**src/rtl/simon_packet_driver.sv**
```systemverilog
// rtl/simon_packet_driver.sv - one-packet-in-flight initiator for the SIMON control core.
// Optional result checker enabled by defining SIMON_DRV_CHECK_EN.
module simon_packet_driver #(
   parameter int N       = 16,
   parameter int M       = 4,
   parameter int TIMEOUT = 1023
) (
   input  logic             clk,
   input  logic             nR,
   input  logic             pkt_valid,
   output logic             pkt_ready,
   input  logic [2*N-1:0]   pkt_data,
   input  logic [7:0]       pkt_info,
   input  logic [7:0]       pkt_count,
   input  logic             pkt_key_vld,
   input  logic [M*N-1:0]   pkt_key,
   output logic             newDATA,
   output logic             newKEY,
   output logic [7:0]       infoIN,
   output logic [7:0]       countIN,
   output logic [2*N-1:0]   inDATA,
   output logic [M*N-1:0]   KEY,
   input  logic             loadDATA,
   input  logic             loadKEY,
   input  logic             doneDATA,
   output logic             readDATA,
   input  logic [7:0]       infoOUT,
   input  logic [7:0]       countOUT,
   input  logic [2*N-1:0]   outDATA,
   output logic             res_valid,
   input  logic             res_ready,
   output logic [2*N-1:0]   res_data,
   output logic [7:0]       res_info,
   output logic [7:0]       res_count,
   output logic             res_err,
   output logic             timeout
);

   localparam int            CW       = $clog2(TIMEOUT + 1);
   localparam logic [CW-1:0] WD_LIMIT = CW'(TIMEOUT);

   typedef enum logic [2:0] {
      S_IDLE,
      S_LOAD,
      S_EXEC,
      S_ACK,
      S_OUT
   } state_t;

   state_t          r_state;
   state_t          w_next;
   logic [CW-1:0]   r_wd_cnt;
   logic [CW-1:0]   w_wd_inc;
   logic            w_wd_fire;
   logic            w_wd_to;
   logic            w_accept;
   logic            w_load_done;
   logic            w_wd_active;

   logic            r_pkt_ready;
   logic            r_new_data;
   logic            r_new_key;
   logic            r_read;
   logic            r_res_valid;
   logic            r_timeout;
   logic [2*N-1:0]  r_in_data;
   logic [7:0]      r_info_in;
   logic [7:0]      r_count_in;
   logic [M*N-1:0]  r_key;
   logic [2*N-1:0]  r_res_data;
   logic [7:0]      r_res_info;
   logic [7:0]      r_res_count;

   assign w_accept    = (r_state == S_IDLE) && pkt_valid && r_pkt_ready;
   // A request that has already dropped counts as acknowledged.
   assign w_load_done = (!r_new_data || loadDATA) && (!r_new_key || loadKEY);
   assign w_wd_active = (r_state == S_LOAD) || (r_state == S_EXEC);
   assign w_wd_inc    = r_wd_cnt + 1'b1;
   assign w_wd_fire   = w_wd_active && (w_wd_inc == WD_LIMIT);

   always_comb begin
      w_next  = r_state;
      w_wd_to = 1'b0;
      case (r_state)
         S_IDLE: begin
            if (w_accept) w_next = S_LOAD;
         end
         S_LOAD: begin
            if (w_load_done) begin
               w_next = S_EXEC;
            end else if (w_wd_fire) begin
               w_next  = S_IDLE;
               w_wd_to = 1'b1;
            end
         end
         S_EXEC: begin
            if (doneDATA) begin
               w_next = S_ACK;
            end else if (w_wd_fire) begin
               w_next  = S_IDLE;
               w_wd_to = 1'b1;
            end
         end
         S_ACK: w_next = S_OUT;
         S_OUT: begin
            if (res_ready) w_next = S_IDLE;
         end
         default: w_next = S_IDLE;
      endcase
   end

   always_ff @(posedge clk or negedge nR) begin
      if (!nR) begin
         r_state     <= S_IDLE;
         r_wd_cnt    <= '0;
         r_pkt_ready <= 1'b0;
         r_new_data  <= 1'b0;
         r_new_key   <= 1'b0;
         r_read      <= 1'b0;
         r_res_valid <= 1'b0;
         r_timeout   <= 1'b0;
      end else begin
         r_state     <= w_next;
         // Hold off one extra cycle after a timeout so newDATA stays low for two cycles.
         r_pkt_ready <= (w_next == S_IDLE) && !w_wd_to;
         r_read      <= (w_next == S_ACK);
         r_res_valid <= (w_next == S_OUT);
         r_timeout   <= w_wd_to;

         if ((w_next != r_state) && ((w_next == S_LOAD) || (w_next == S_EXEC))) begin
            r_wd_cnt <= '0;
         end else if (w_wd_active) begin
            r_wd_cnt <= w_wd_inc;
         end

         if (w_accept) begin
            r_new_data <= 1'b1;
         end else if ((r_state != S_LOAD) || loadDATA || w_wd_to) begin
            r_new_data <= 1'b0;
         end

         if (w_accept) begin
            r_new_key <= pkt_key_vld;
         end else if ((r_state != S_LOAD) || loadKEY || w_wd_to) begin
            r_new_key <= 1'b0;
         end
      end
   end

   always_ff @(posedge clk or negedge nR) begin
      if (!nR) begin
         r_in_data  <= '0;
         r_info_in  <= '0;
         r_count_in <= '0;
         r_key      <= '0;
      end else if (w_accept) begin
         r_in_data  <= pkt_data;
         r_info_in  <= pkt_info;
         r_count_in <= pkt_count;
         if (pkt_key_vld) r_key <= pkt_key;
      end
   end

   always_ff @(posedge clk or negedge nR) begin
      if (!nR) begin
         r_res_data  <= '0;
         r_res_info  <= '0;
         r_res_count <= '0;
      end else if ((r_state == S_EXEC) && doneDATA) begin
         r_res_data  <= outDATA;
         r_res_info  <= infoOUT;
         r_res_count <= countOUT;
      end
   end

`ifdef SIMON_DRV_CHECK_EN
   logic r_res_err;
   logic w_chk_err;

   // The core is expected to echo the count and invert the direction flag.
   assign w_chk_err = (countOUT != r_count_in) || (infoOUT[4] != ~r_info_in[4]);

   always_ff @(posedge clk or negedge nR) begin
      if (!nR) begin
         r_res_err <= 1'b0;
      end else if ((r_state == S_EXEC) && doneDATA) begin
         r_res_err <= w_chk_err;
      end
   end

   assign res_err = r_res_err;
`else
   assign res_err = 1'b0;
`endif

   assign pkt_ready = r_pkt_ready;
   assign newDATA   = r_new_data;
   assign newKEY    = r_new_key;
   assign inDATA    = r_in_data;
   assign infoIN    = r_info_in;
   assign countIN   = r_count_in;
   assign KEY       = r_key;
   assign readDATA  = r_read;
   assign res_valid = r_res_valid;
   assign res_data  = r_res_data;
   assign res_info  = r_res_info;
   assign res_count = r_res_count;
   assign timeout   = r_timeout;

endmodule
```
**config.mk**
```make
export PLATFORM = sky130hd
export DESIGN_NAME = simon_packet_driver
export DESIGN_NICKNAME = d
export VERILOG_FILES = /design/src/rtl/simon_packet_driver.sv
export SDC_FILE = /design/constraint.sdc
export NUM_CORES = 1
export LEC_CHECK = 0
export CORE_MARGIN = 4
export CORE_UTILIZATION = 44
export DETAILED_ROUTE_END_ITERATION = 8
export PLACE_DENSITY = 0.86
export SKIP_CTS_REPAIR_TIMING = 1
export SLEW_MARGIN = 15
export SYNTH_ARGS = -nofsm -noshare
export SYNTH_HDL_FRONTEND = slang
export SYNTH_SLANG_ARGS = --single-unit
```
**constraint.sdc**
```tcl
create_clock -name clk -period 3.5 [get_ports clk]
set_input_delay 0.875 -clock clk [delete_from_list [all_inputs] [get_ports clk]]
set_output_delay 0.875 -clock clk [all_outputs]
set_load 0.02 [all_outputs]
```
==> results of run 1 <==
layer usage:
layer,wire (um),part of all wire (%)
met1,6980,36
met5,0,0
met2,10400,53
met4,712,3.6
met3,1540,7.9
per-stage QoR:
| stage | hold slack (ns) | cell area, um2 |
|---|---|---|
| floorplan | 0.530 | 7020 |
| global placement | 0.487 | 10600 |
| detailed placement | 0.492 | 10600 |
| CTS | 0.431 | 11200 |
| global route | 0.449 | 11200 |
| finish | 0.416 | 11200 |
cell usage in the layout (no fill, tap or decap), types with 4 or more instances in the layout:
cell | Yosys | routed
dfrtp_1 | 179 | 179
nor2_1 | 16 | 15
nand2b_1 | 5 | 5
clkdlybuf4s50_1 | 0 | 332
xnor2_1 | 8 | 8
mux2_2 | 160 | 160
clkbuf_16 | 0 | 17
buf_4 | 1 | 4
nand2_1 | 11 | 10
clkbuf_8 | 0 | 5
clkinvlp_4 | 0 | 4
path summary, 6_finish.rpt:
path                                      to  cells after the start  slack, ns
worst max-delay path                 KEY[55]                      6       1.08
worst min-delay path             res_info[5]                      1       0.42
worst max register to register        newKEY                      7       1.16
worst min register to register       KEY[58]                      1       0.50
max in group asynchronous       res_data[10]                      2       2.23
min in group clk                     KEY[58]                      1       0.50
where the power goes:
part	internal, mW	switching (mW)	total [mW]
clock network	1.22	0.792	2.02
registers	3.07	0.567	3.63
logic	2.74	2.41	5.15
total	7.03	3.77	10.8
flip-flops by register name, indices dropped and copies added, names as in the netlist, 3 cells and up:
register,cells
res_count,8
r_state,3
res_data,32
r_wd_cnt,10
res_info,8
infoIN,8
KEY,64
countIN,8
inDATA,32
layout make-up:
class                   count  share of cell area (%)
flip-flops and latches    179                    39.9
clock inverters            10                    1.30
multi-input cells         250                    21.6
clock buffers              22                    4.40
repair buffers            339                    30.3
well taps                 211                    2.35
inverters                   3                   0.100
cells by family (layout without fill, tap and decap cells):
logic type                 Yosys count  after routing  share of synthesized area [%]
DFF                                179            179                           63.8
muxes                              160            160                           25.7
and+or+nand+nor                     61             61                           5.22
buffers and inverters               25            374                           1.80
AOI/OAI and AO/OA                   16             16                           1.87
xor gates and xnor gates            10             10                           1.25
adders and majority gates            2              2                          0.356
other                                1              1                         0.0534
worst max-delay path, delay by kind of cell:
family,cells,cell delay (ns)
buffers and inverters,2,1.04
multiplexers,1,0.42
AND/OR/NAND/NOR,3,0.33
synthesized netlist by cell type (2+ instances only):
| cell | instances | area (um2) |
|---|---|---|
| buf_6 | 2 | 22.5 |
| xnor2_1 | 8 | 70.1 |
| and3_1 | 2 | 12.5 |
| mux2_2 | 160 | 1800 |
| o21ai_1 | 2 | 10.0 |
| nand3b_1 | 3 | 22.5 |
| dfrtp_1 | 179 | 4480 |
| nor2_1 | 16 | 60.1 |
| nor3_1 | 2 | 10.0 |
| nand3_1 | 2 | 10.0 |
| xor2_1 | 2 | 17.5 |
| nor3b_1 | 3 | 22.5 |
| nand2b_1 | 5 | 31.3 |
| a21boi_0 | 2 | 15.0 |
| nor4_2 | 3 | 37.5 |
| nand2_1 | 11 | 41.3 |
| ha_1 | 2 | 25.0 |
| and2_1 | 2 | 12.5 |
| inv_1 | 3 | 11.3 |
| buf_2 | 11 | 55.1 |
| a211oi_1 | 2 | 15.0 |
| clkbuf_1 | 8 | 30.0 |
==> flow_metrics.env, run 1 <==
export IMPL_max_slew_worst_pin_slew_ns=0.828
export IMPL_fin_cells=1014
export IMPL_cts_sinks=179
export IMPL_die_x_um=134
export IMPL_nFillCells=1012
export IMPL_place_congestion=0.806
export IMPL_slowest_stage="buf_4"
export IMPL_drt_iter0_drc=154
export IMPL_dieHeight_um=134
export IMPL_syn2layout_area_growth_pct=59.9
export IMPL_io_buffers=333
export IMPL_final_seq_area_mm2=0.00448
export IMPL_syn_mean_instance_area_um2=15.5
export IMPL_wl_um=19600
export IMPL_dieArea_mm2=0.0180
export IMPL_h_tree_depth=4
export IMPL_dp_cells=982
export IMPL_track_usage_pct=21.9
export IMPL_leakagePower_nw=4.66
export IMPL_drive_above_1_share_pct=26.3
export IMPL_slowest_delay_ns=0.64
export IMPL_min_period_ns=2.42
export IMPL_max_slew_margin_pct=44.8
export IMPL_initial_utilization_pct=45.5
export IMPL_clk_root_buffer_cell="clkbuf_16"
export IMPL_r2r_start="r_wd_cnt[0]"
export IMPL_finalHoldViolCount=0
export IMPL_via_count=5039
export IMPL_fin_crit_sh_pct=69.2
export IMPL_cp_start_kind="primary input"
export IMPL_firstDrtPassIters=4
export IMPL_hp_class="in -> async"
export IMPL_synth_edf_count=0
export IMPL_viasPerCell=4.97
export IMPL_async_reset_ff_share_pct=100
export IMPL_grt_max_degree=81
export IMPL_cts_tree="built"
export IMPL_fin_util_pct=72.8
export IMPL_synth_distinct_cells=46
export IMPL_numCtsBuffers=17
export IMPL_dp_hpwl_um=15000
export IMPL_gr_total_overflow=0
export IMPL_power_density_cell_area_mw_per_mm2=962
export IMPL_path_class="in -> reg"
export IMPL_crit_start="pkt_valid"
export IMPL_end_kind="flop"
export IMPL_antenna_left=0
export IMPL_synth_seq_cells=179
export IMPL_clock_latency_ns=0.42
export IMPL_tns_ns=0
export IMPL_drv_cap=0
export IMPL_synth_area_mm2=0.00702
export IMPL_ys_seq_area_share_pct=63.8
export IMPL_std_cell_rows=45
export IMPL_ys_warn_count=0
export IMPL_antennaDiodeCount=0
export IMPL_grt_pass1_wl_um=30600
export IMPL_grt_busiest_layer="met2"
export IMPL_synth_nets=624
export IMPL_io_pins=335
export IMPL_grt_pass1_vias=5745
export IMPL_antenna_found_initial=1
export IMPL_path_cells="clkdlybuf4s50_1 -> nand3_1 -> nor2_4 -> nand2_2 -> buf_4 -> mux2_2"
export IMPL_layout_setup_ws_ns=1.08
export IMPL_clock_tree_buffer_depth=2
export IMPL_cp_arrival_ns=2.72
export IMPL_cp_required_ns=3.80
export IMPL_grtUsageMet1_pct=23.5
export IMPL_wl_per_cell_um=19.4
export IMPL_multi_input_area_mm2=0.00243
export IMPL_nets=960
export IMPL_p_total_mw=10.8
export IMPL_status="complete, no violations"
export IMPL_fp_coreArea_mm2=0.0154
export IMPL_syn_inst=454
export IMPL_ys_flop_type="dfrtp_1"
export IMPL_use_met2_pct=38.5
export IMPL_drc=0
export IMPL_grtUsageMet3_pct=8.03
export IMPL_maxSlewViolCount=0
export IMPL_dp_worst_setup_slack_ns=0.647
export IMPL_setup_viol=0
export IMPL_clk_pin_slew_ns=0.06
export IMPL_finClkSkew_ns=0.00770
export IMPL_vdd_drop_max_uv=580
export IMPL_rsz0062_at_grt="false"
export IMPL_fmax_mhz=413
export IMPL_path_max_fanout=65
Note: power is estimated with default switching activity, not from simulation.
==> run 2, diff against run 1 <==
CORE_UTILIZATION = 41   (was 44)
PLACE_DENSITY = 0.8   (was 0.86)
clock period = 2.3 ns   (was 3.5 ns; I/O delays follow)
==> flow_metrics.env, run 2 (synthesis results as in run 1) <==
export IMPL_min_period_ns=2.15
export IMPL_cts_sinks=179
export IMPL_leakagePower_nw=4.71
export IMPL_via_count=5084
export IMPL_p_total_mw=16.2
export IMPL_dieHeight_um=139
export IMPL_finalHoldViolCount=0
export IMPL_drive_above_1_share_pct=27.9
export IMPL_numCtsBuffers=17
export IMPL_grt_pass1_vias=5742
export IMPL_nFillCells=1208
export IMPL_wl_um=19500
export IMPL_track_usage_pct=20.1
export IMPL_fin_hold_ws_ns=0.104
export IMPL_antenna_found_initial=1
export IMPL_gr_total_overflow=0
export IMPL_clk_pin_slew_ns=0.06
export IMPL_final_common_cell="clkdlybuf4s50_1"
export IMPL_r2r_end="newKEY"
export IMPL_drt_iter0_drc=150
export IMPL_drv_cap=0
export IMPL_fin_cells=1037
export IMPL_path_class="reg -> reg"
export IMPL_setup_viol=0
export IMPL_maxSlewViolCount=0
export IMPL_dieArea_mm2=0.0193
export IMPL_die_x_um=139
export IMPL_cts_tree="built"
export IMPL_std_cell_rows=47
export IMPL_antenna_left=0
export IMPL_initial_utilization_pct=42.0
export IMPL_clk_root_buffer_cell="clkbuf_16"
export IMPL_hp_class="in -> async"
export IMPL_clock_tree_buffer_depth=2
export IMPL_status="complete, no violations"
export IMPL_viasPerCell=4.90
export IMPL_drc=0
export IMPL_cp_required_ns=2.59
export IMPL_place_congestion=0.841
export IMPL_syn2layout_area_growth_pct=61.2
export IMPL_multi_input_area_mm2=0.00244
export IMPL_io_buffers=333
export IMPL_nets=973
export IMPL_layout_common_cells="332 x clkdlybuf4s50_1, 177 x dfrtp_1, 160 x mux2_2"
export IMPL_io_pins=335
export IMPL_path_max_fanout=8
export IMPL_dp_hpwl_um=15000
export IMPL_wl_per_cell_um=18.8
export IMPL_r2r_start="r_wd_cnt[1]"
export IMPL_tns_ns=0
export IMPL_largest_reg_flops=64
export IMPL_end_kind="flop"
export IMPL_dp_cells=1004
export IMPL_clock_latency_ns=0.42
export IMPL_final_seq_area_mm2=0.00448
export IMPL_max_slew_margin_pct=65.1
export IMPL_fin_crit_sh_pct=93.6
export IMPL_power_density_cell_area_mw_per_mm2=1430
export IMPL_r2r_cells=7
export IMPL_reg2reg_slack_ns=0.15
export IMPL_cp_start_kind="flop"
export IMPL_h_tree_depth=4
export IMPL_fp_coreArea_mm2=0.0167
export IMPL_cp_arrival_ns=2.44
export IMPL_vdd_drop_max_uv=839
export IMPL_max_slew_worst_pin_slew_ns=0.521
export IMPL_firstDrtPassIters=4
export IMPL_rsz0062_at_grt="false"
export IMPL_grt_max_degree=52
export IMPL_grt_pass1_wl_um=30800
export IMPL_finClkSkew_ns=0.0114
export IMPL_fmax_mhz=464
run 2: cell count changes in the layout (fill, tap and decap cells not counted), moves of 2 or more:
cell / previous run / this run
buf_12: 2 / 6
buf_4: 4 / 13
bufinv_16: 3 / 1
clkbuf_8: 5 / 0
clkinv_2: 0 / 4
dfrtp_1: 179 / 177
dfrtp_2: 0 / 2
inv_6: 1 / 4
run 2: where the power goes:
part	switching [mW]	internal, mW
registers	0.862	4.67
clock network	1.23	1.50
logic	3.65	4.28
run 2: layer usage:
| metal | global-route usage [%] | up-vias | routed length [um] |
|---|---|---|---|
| met3 | 7.79 | 34 | 1580 |
| met4 | 7.26 | 0 | 570 |
| li1 | - | 2304 | - |
| met5 | 0 | - | 0 |
| met2 | 36.7 | 204 | 10500 |
| met1 | 21.0 | 2542 | 6870 |
run 2: area by class of cell:
type | instances | share of cell area, %
Antenna cell | 1 | 0.0221
Clock buffer | 17 | 3.76
Clock inverter | 15 | 1.16
Inverter | 3 | 0.0995
Multi-Input combinational cell | 250 | 21.6
Sequential cell | 179 | 39.6
Tap cell | 220 | 2.43
Timing Repair Buffer | 352 | 31.4
run 2: worst max-delay path, stage by stage (launching register included):
cell and delay [ns]:
dfrtp_2 0.43, ha_2 0.26, nand2_1 0.06, o31a_1 0.25, o32a_1 0.35, or3_1 0.44
o21ai_1 0.18, o21ai_1 0.07
run 2: worst max-delay path by stage:
stage	slack (ns)	depth (start not counted)	to	from
floorplan	0.26	7	newKEY	r_wd_cnt[1]
global placement	0.03	4	res_count[1]	doneDATA
detailed placement	-0.02	7	pkt_ready	r_wd_cnt[1]
CTS	-0.008	7	pkt_ready	r_wd_cnt[1]
global route	0.04	7	newDATA	r_wd_cnt[0]
finish	0.15	7	newKEY	r_wd_cnt[1]
run 2: stage by stage:
step | utilization [%] | setup slack (ns) | area [um2]
finish | 67.8 | 0.147 | 11300
global route | 67.8 | 0.0408 | 11300
CTS | 67.7 | -0.00757 | 11300
detailed placement | 64.4 | -0.0151 | 10700
global placement | 64.4 | 0.0275 | 10700
floorplan | - | 0.259 | 7020
